==> src/rtl/aes_shift_rows_pipe.sv <==
// rtl/aes_shift_rows_pipe.sv - ShiftRows/InvShiftRows byte permutation with a valid/ready register pipeline
// Direction, tag and state travel together per beat; the permutation sits in front of stage 1.
module aes_shift_rows_pipe #(
  parameter int NB     = 4,
  parameter int STAGES = 1,
  parameter int TAG_W  = 4,
  localparam int W     = 32 * NB
) (
  input  logic             clk,
  input  logic             reset,
  input  logic             valid_in,
  output logic             ready_in,
  input  logic             mode_in,
  input  logic [TAG_W-1:0] tag_in,
  input  logic [W-1:0]     data_in,
  output logic             valid_out,
  input  logic             ready_out,
  output logic             mode_out,
  output logic [TAG_W-1:0] tag_out,
  output logic [W-1:0]     data_out
);

  generate
    if (!(NB == 4 || NB == 6 || NB == 8)) begin : g_bad_nb
      $error("aes_shift_rows_pipe: NB must be 4, 6 or 8");
    end
    if (STAGES < 1 || STAGES > 3) begin : g_bad_stages
      $error("aes_shift_rows_pipe: STAGES must be 1..3");
    end
  endgenerate

  // Rijndael-256 uses offsets 1/3/4 for rows 1/2/3; narrower blocks use the row index.
  function automatic int row_off(input int r);
    if (r == 0) return 0;
    if (NB == 8) return (r == 1) ? 1 : r + 1;
    return r;
  endfunction

  logic [W-1:0]     perm_data;

  logic             vld_q  [STAGES];
  logic             mode_q [STAGES];
  logic [TAG_W-1:0] tag_q  [STAGES];
  logic [W-1:0]     data_q [STAGES];

  logic             vld_d  [STAGES];
  logic             mode_d [STAGES];
  logic [TAG_W-1:0] tag_d  [STAGES];
  logic [W-1:0]     data_d [STAGES];

  logic             src_vld  [STAGES];
  logic             src_mode [STAGES];
  logic [TAG_W-1:0] src_tag  [STAGES];
  logic [W-1:0]     src_data [STAGES];

  logic [STAGES-1:0] load_en;
  logic              chain;

  always_comb begin
    perm_data = '0;
    for (int c = 0; c < NB; c++) begin
      for (int r = 0; r < 4; r++) begin
        if (mode_in)
          perm_data[W-1-8*(4*c+r) -: 8] = data_in[W-1-8*(4*((c+NB-row_off(r))%NB)+r) -: 8];
        else
          perm_data[W-1-8*(4*c+r) -: 8] = data_in[W-1-8*(4*((c+row_off(r))%NB)+r) -: 8];
      end
    end
  end

  // A stage may load when it is empty or its contents leave this cycle.
  always_comb begin
    chain   = ready_out;
    load_en = '0;
    for (int k = STAGES - 1; k >= 0; k--) begin
      chain      = !vld_q[k] || chain;
      load_en[k] = chain;
    end
  end

  assign ready_in = !reset && load_en[0];

  always_comb begin
    src_vld[0]  = valid_in;
    src_mode[0] = mode_in;
    src_tag[0]  = tag_in;
    src_data[0] = perm_data;
    for (int k = 1; k < STAGES; k++) begin
      src_vld[k]  = vld_q[k-1];
      src_mode[k] = mode_q[k-1];
      src_tag[k]  = tag_q[k-1];
      src_data[k] = data_q[k-1];
    end
  end

  // Payload only moves with a valid beat, so a draining stage keeps its last data.
  always_comb begin
    for (int k = 0; k < STAGES; k++) begin
      vld_d[k]  = vld_q[k];
      mode_d[k] = mode_q[k];
      tag_d[k]  = tag_q[k];
      data_d[k] = data_q[k];
      if (load_en[k]) begin
        vld_d[k] = src_vld[k];
        if (src_vld[k]) begin
          mode_d[k] = src_mode[k];
          tag_d[k]  = src_tag[k];
          data_d[k] = src_data[k];
        end
      end
    end
  end

  always_ff @(posedge clk) begin
    if (reset) begin
      for (int k = 0; k < STAGES; k++) begin
        vld_q[k]  <= 1'b0;
        mode_q[k] <= 1'b0;
        tag_q[k]  <= '0;
        data_q[k] <= '0;
      end
    end else begin
      for (int k = 0; k < STAGES; k++) begin
        vld_q[k]  <= vld_d[k];
        mode_q[k] <= mode_d[k];
        tag_q[k]  <= tag_d[k];
        data_q[k] <= data_d[k];
      end
    end
  end

  assign valid_out = vld_q[STAGES-1];
  assign mode_out  = mode_q[STAGES-1];
  assign tag_out   = tag_q[STAGES-1];
  assign data_out  = data_q[STAGES-1];

endmodule
==> config.mk <==
export PLATFORM = sky130hd
export DESIGN_NAME = aes_shift_rows_pipe
export DESIGN_NICKNAME = d
export VERILOG_FILES = /design/src/rtl/aes_shift_rows_pipe.sv
export SDC_FILE = /design/constraint.sdc
export NUM_CORES = 1
export LEC_CHECK = 0
export ABC_AREA = 1
export CORE_ASPECT_RATIO = 2
export CORE_UTILIZATION = 30
export CTS_CLUSTER_SIZE = 30
export DETAILED_ROUTE_END_ITERATION = 10
export GPL_TIMING_DRIVEN = 1
export SLEW_MARGIN = 20
export SYNTH_ARGS = -nofsm -noshare
export SYNTH_HDL_FRONTEND = slang
export SYNTH_SLANG_ARGS = --single-unit
==> constraint.sdc <==
create_clock -name clk -period 1.3 [get_ports clk]
set_input_delay 0.26 -clock clk [delete_from_list [all_inputs] [get_ports clk]]
set_output_delay 0.26 -clock clk [all_outputs]
set_load 0.005 [all_outputs]
Yosys cells after proc, flatten, opt, wreduce, memory -nomap -nowiden
Memories as Yosys holds them, arrays and structs flattened.
Index checks and enable logic that the tools add are counted.
Word-level totals
  register bits after elaboration: 0
  memory bits (writable): 134
  input bits: 137
  memories kept: 4
Memories
  data_q: words 1, bits a word 128, read ports 1, clocked after memory_dff 0, write ports 1, line 44  | logic [W-1:0] data_q [STAGES];
  tag_q: words 1, bits a word 4, read ports 1, clocked after memory_dff 0, write ports 1, line 43  | logic [TAG_W-1:0] tag_q [STAGES];
  mode_q: words 1, bits a word 1, read ports 1, clocked after memory_dff 0, write ports 1, line 42  | logic mode_q [STAGES];
  vld_q: words 1, bits a word 1, read ports 1, clocked after memory_dff 0, write ports 1, line 41  | logic vld_q [STAGES];
Operators by class
  $add $sub $neg: 15
  shifts and indexed selects: 8
  multiplexer cells: 32
  bitwise logic cells: 8
  reductions and logical operators: 16
Operators with widths (number)
  135-bit by 9-bit indexed part select with 8-bit output: 8
  128-bit 2-to-1 mux: 3
  128-bit OR reduction: 1
  4-bit by 32-bit subtractor with 32-bit output, first input constant: 4
  8-bit 2-to-1 mux: 12
  8-bit by 8-bit subtractor with 9-bit output, first input constant: 8
  3-bit by 32-bit adder with 32-bit output, first input constant: 2
  32-bit 2-to-1 mux: 2
  2-bit by 32-bit adder with 32-bit output, first input constant: 1
  2-bit OR reduction: 8
  1-bit 2-to-1 mux: 12
  4-bit 2-to-1 mux: 3
  1-bit bitwise AND: 8
  4-bit OR reduction: 1
  1-bit zero test: 2
  1-bit OR reduction: 2
  1-bit logical AND: 1
  1-bit logical OR: 1

Longest topological paths before layout
  depth after elaboration: 10
  mapped depth: 8
  mapped depth without buffers: 6

Worst setup path before layout
OpenSTA, ideal clock, no wires.
  path type: flip-flop to flip-flop
  from: mem vld_q[0]
  to: mem data_q[0][104] in the netlist's numbering
  setup time: 0.111 ns
  data arrival time: 1.008 ns
  path slack: 0.180 ns
  cell stages (with the launch flop): 8
  path buffers: 2
  cell sequence: dfxtp_1 > nand2_4 > nand2_4 > inv_2 > buf_4 > buf_4 > nor2_1 > nor2_1
Between the ends
  longest elaborated chain between the ends: 5
Ends and longest elaborated chain
  from (decl): line 41
  memory read 1 x 1 bit
  1-bit zero test: line 76  | chain = !vld_q[k] || chain;
  1-bit logical OR: line 76
  128-bit 2-to-1 mux
  128-bit 2-to-1 mux (no line)
  to (decl): line 44
Every way passes these cells.

Worst setup path in the final report
  from: mem data_q[0][50] in the netlist's numbering
  to: out data_out[50]
Between the ends
  longest elaborated chain between the ends: 1
Ends and longest elaborated chain
  memory read 1 x 128 bit
  to (decl): line 20  | output logic [W-1:0] data_out
Every way passes these cells.

==> results.json <==
{
  "status": "complete, no violations",
  "synth_top_area_share_pct": 42.32,
  "critPathTopFamily": "flip-flops",
  "grt-ovfl-total": 0,
  "setup_tns_ns": 0,
  "pwr-share-seq_pct": 37.3,
  "cts_buffers": 17,
  "cp_max_fo": 2,
  "initial_core_util_pct": 30.84,
  "die_h_um": 207.6,
  "port_buffers": 271,
  "clkTransAtPathRegs_ns": 0.06,
  "synth.most_common_cell": "nand2_1",
  "synth_compound_area_share_pct": 0.1579,
  "vias_per_cell": 4.238,
  "slew_headroom_pct": 79.96,
  "async_reset_ff_share_pct": 0,
  "grt_pass1_wl_um": 31980,
  "stdcell_area_sq_mm": 0.01012,
  "comb_power_share_pct": 19.0,
  "synthTopCellsByCount": "389 x nand2_1, 266 x nor2_1, 134 x dfxtp_1",
  "synth_area_per_cell_sq_um": 5.969,
  "worst_pin_slew_ns": 0.3006,
  "skew_ns": 0.005450,
  "cp_data_arrival_time_ns": 1.01,
  "antenna_found_initial": 1,
  "core_region_area_sq_mm": 0.02055,
  "power_density_mw_per_mm2": 1220,
  "utilization_pct": 49.25,
  "synth_area_sq_mm": 0.006339,
  "cts_hold_buffers": 0,
  "yosys.area.top_type": "dfxtp_1",
  "ys.flop_type": "dfxtp_1",
  "syn_inst": 1062,
  "place_congestion": 0.7714,
  "area.growth.synth_to_final_pct": 59.71,
  "grt_pass1_vias": 6209,
  "clockBufferDepth": 2,
  "cp_cell_sequence": "dlygate4sd2_1",
  "clock_latency_ns": 0.43,
  "min_path_type": "input pin to register",
  "synthSimpleGateAreaFrac_pct": 44.59,
  "fin_crit_sh_pct": 97.89,
  "die_w_um": 104.8,
  "grt_setup_unrepaired": "true",
  "end_kind": "output port",
  "syn-num-nets": 1199,
  "crit_type": "register to output port",
  "cts_tree": "done",
  "synth_edf_count": 0,
  "rows": 74,
  "critical_path_required_ns": 1.04,
  "synthXorXnorAreaFrac_pct": 0,
  "firstDrtPassIters": 4,
  "crit_path_max_incr_delay_ns": 0.33,
  "synthMuxAreaShare_pct": 0,
  "cts_root_buf": "clkbuf_16",
  "wl_per_cell_um": 13.14,
  "grt.total_usage_pct": 18.83,
  "ant_nets": 0,
  "place_area_sq_mm": 0.009453,
  "finalNonFillerCells": 1602,
  "drive_gt1_share_pct": 8.914,
  "slew_violations": 0,
  "internal_power_w": 0.009092,
  "routed_wl_um": 21050,
  "grt_max_degree": 41,
  "drcViolationCount": 0,
  "p_leak_nw": 5.393,
  "h-tree-depth": 4,
  "synth.ff_latch_count": 134,
  "clkPwrFrac_pct": 43.7,
  "nets": 1459,
  "sw_frac_of_total_pct": 26.41,
  "period_needed_ns": 1.273,
  "peakVddDrop_uv": 561.1,
  "drt-initial-drc-count": 260,
  "synthTopCellsByArea": "dfxtp_1 42%, nand2_1 23%, nor2_1 16%",
  "io_pins": 272,
  "post-dp-hpwl_um": 14270,
  "maxCapViolCount": 0,
  "dpl.cell_count": 1563,
  "cts_sinks": 134,
  "fmax_ghz": 0.7858,
  "crit_slowest_cell": "dfxtp_1",
  "via_count": 6790,
  "yosys_warnings": 0,
  "yosysSeqAreaShare_pct": 42.32,
  "cp.buffers_inverters": 1,
  "report.final.hold_viol_count": 0,
  "power.switching_w": 0.003262,
  "startpoint_type": "register",
  "synthAdderAreaFrac_pct": 0,
  "synth_top_family_by_area": "simple AND/OR/NAND/NOR gates",
  "dieArea_sq_mm": 0.02175,
  "synth_cell_types": 12,
  "setup_violations": 0
}
[sequential cells by signal (all words and copies together) (netlist names)]
register and flops:
mode_q 1, vld_q 1, data_q 128, tag_q 4
[final timing paths]
kind	from	end	slack (ns)	depth (start not counted)
min	valid_in	vld_q[0]$_SDFFE_PP0P_	0.28	3
min reg2reg	data_q[0][63]$_SDFFE_PP0P_	data_q[0][63]$_SDFFE_PP0P_	0.46	2
max	data_q[0][50]$_SDFFE_PP0P_	data_out[50]	0.03	1
max reg2reg	vld_q[0]$_SDFFE_PP0P_	data_q[0][121]$_SDFFE_PP0P_	0.07	7
[metal layers]
layer	vias up	track usage (%)	wire, um
li1	3613	-	-
met1	2966	19.51	8347
met2	180	34.89	11200
met3	31	4.396	970
met4	0	9.276	532
met5	-	0	0
[area by class of cell]
type                            instances  area, sq um
Sequential cell                       134         2708
Multi-Input combinational cell        729         2869
Clock buffer                           17        425.4
Tap cell                              266        332.8
Clock inverter                         15        226.5
Inverter                              136        520.5
Antenna cell                            1        2.502
Fill cell                            2137        10430
Timing Repair Buffer                  304         3039
[worst min-delay path, delay by kind of cell]
family / cells / cell delay, ns
AOI/OAI and AO/OA: 1 / 0.07
buffers and inverters: 1 / 0.19
and+or+nand+nor: 1 / 0.14
[power by group through the flow]
stage               sequential [W]  clock (W)  combinational (W)
floorplan                  0.00472          0            0.00102
global route               0.00466    0.00570            0.00263
detailed placement         0.00470          0            0.00250
CTS                        0.00461    0.00555            0.00231
finish                     0.00461    0.00539            0.00235
global placement           0.00469          0            0.00248
[through the flow]
step	hold slack, ns	total power, W	setup WS, ns
floorplan	0.3291	0.005749	0.1803
global placement	0.4470	0.007176	-0.3792
detailed placement	0.4558	0.007199	-0.3763
CTS	0.3123	0.01247	-0.004567
global route	0.2962	0.01299	-0.01394
finish	0.2801	0.01235	0.02749
[logic make-up (layout without fill, tap and decap cells)]
kind of cell,Yosys count,after routing
flops,134,134
other cells,0,1
simple gates,726,727
buf+inv,200,472
compound gates,2,2
[cells in the final DEF, fill, tap and decap left out, types with 2 or more instances in the layout]
cell	count
buf_4	12
buf_6	3
inv_2	2
dfxtp_2	17
bufinv_16	5
buf_2	4
clkinv_2	2
nand2_8	2
inv_1	132
clkdlybuf4s50_1	133
clkdlybuf4s15_2	6
dlygate4sd2_1	62
clkbuf_2	18
inv_6	3
clkdlybuf4s15_1	47
clkinv_4	2
nand2_1	389
dfxtp_1	116
nor2_1	266
nand3_1	69
buf_12	14
clkbuf_16	21
clkinvlp_4	3
[what timing repair did]
item / CTS / global route
gates resized for setup: 196 / 69
endpoints found under the setup margin: 135 / 139
pin swaps: 0 / 1
buffers inserted: 1 / 0
gates cloned: 0 / 5
No activity file was read; power rests on OpenSTA's default activity.
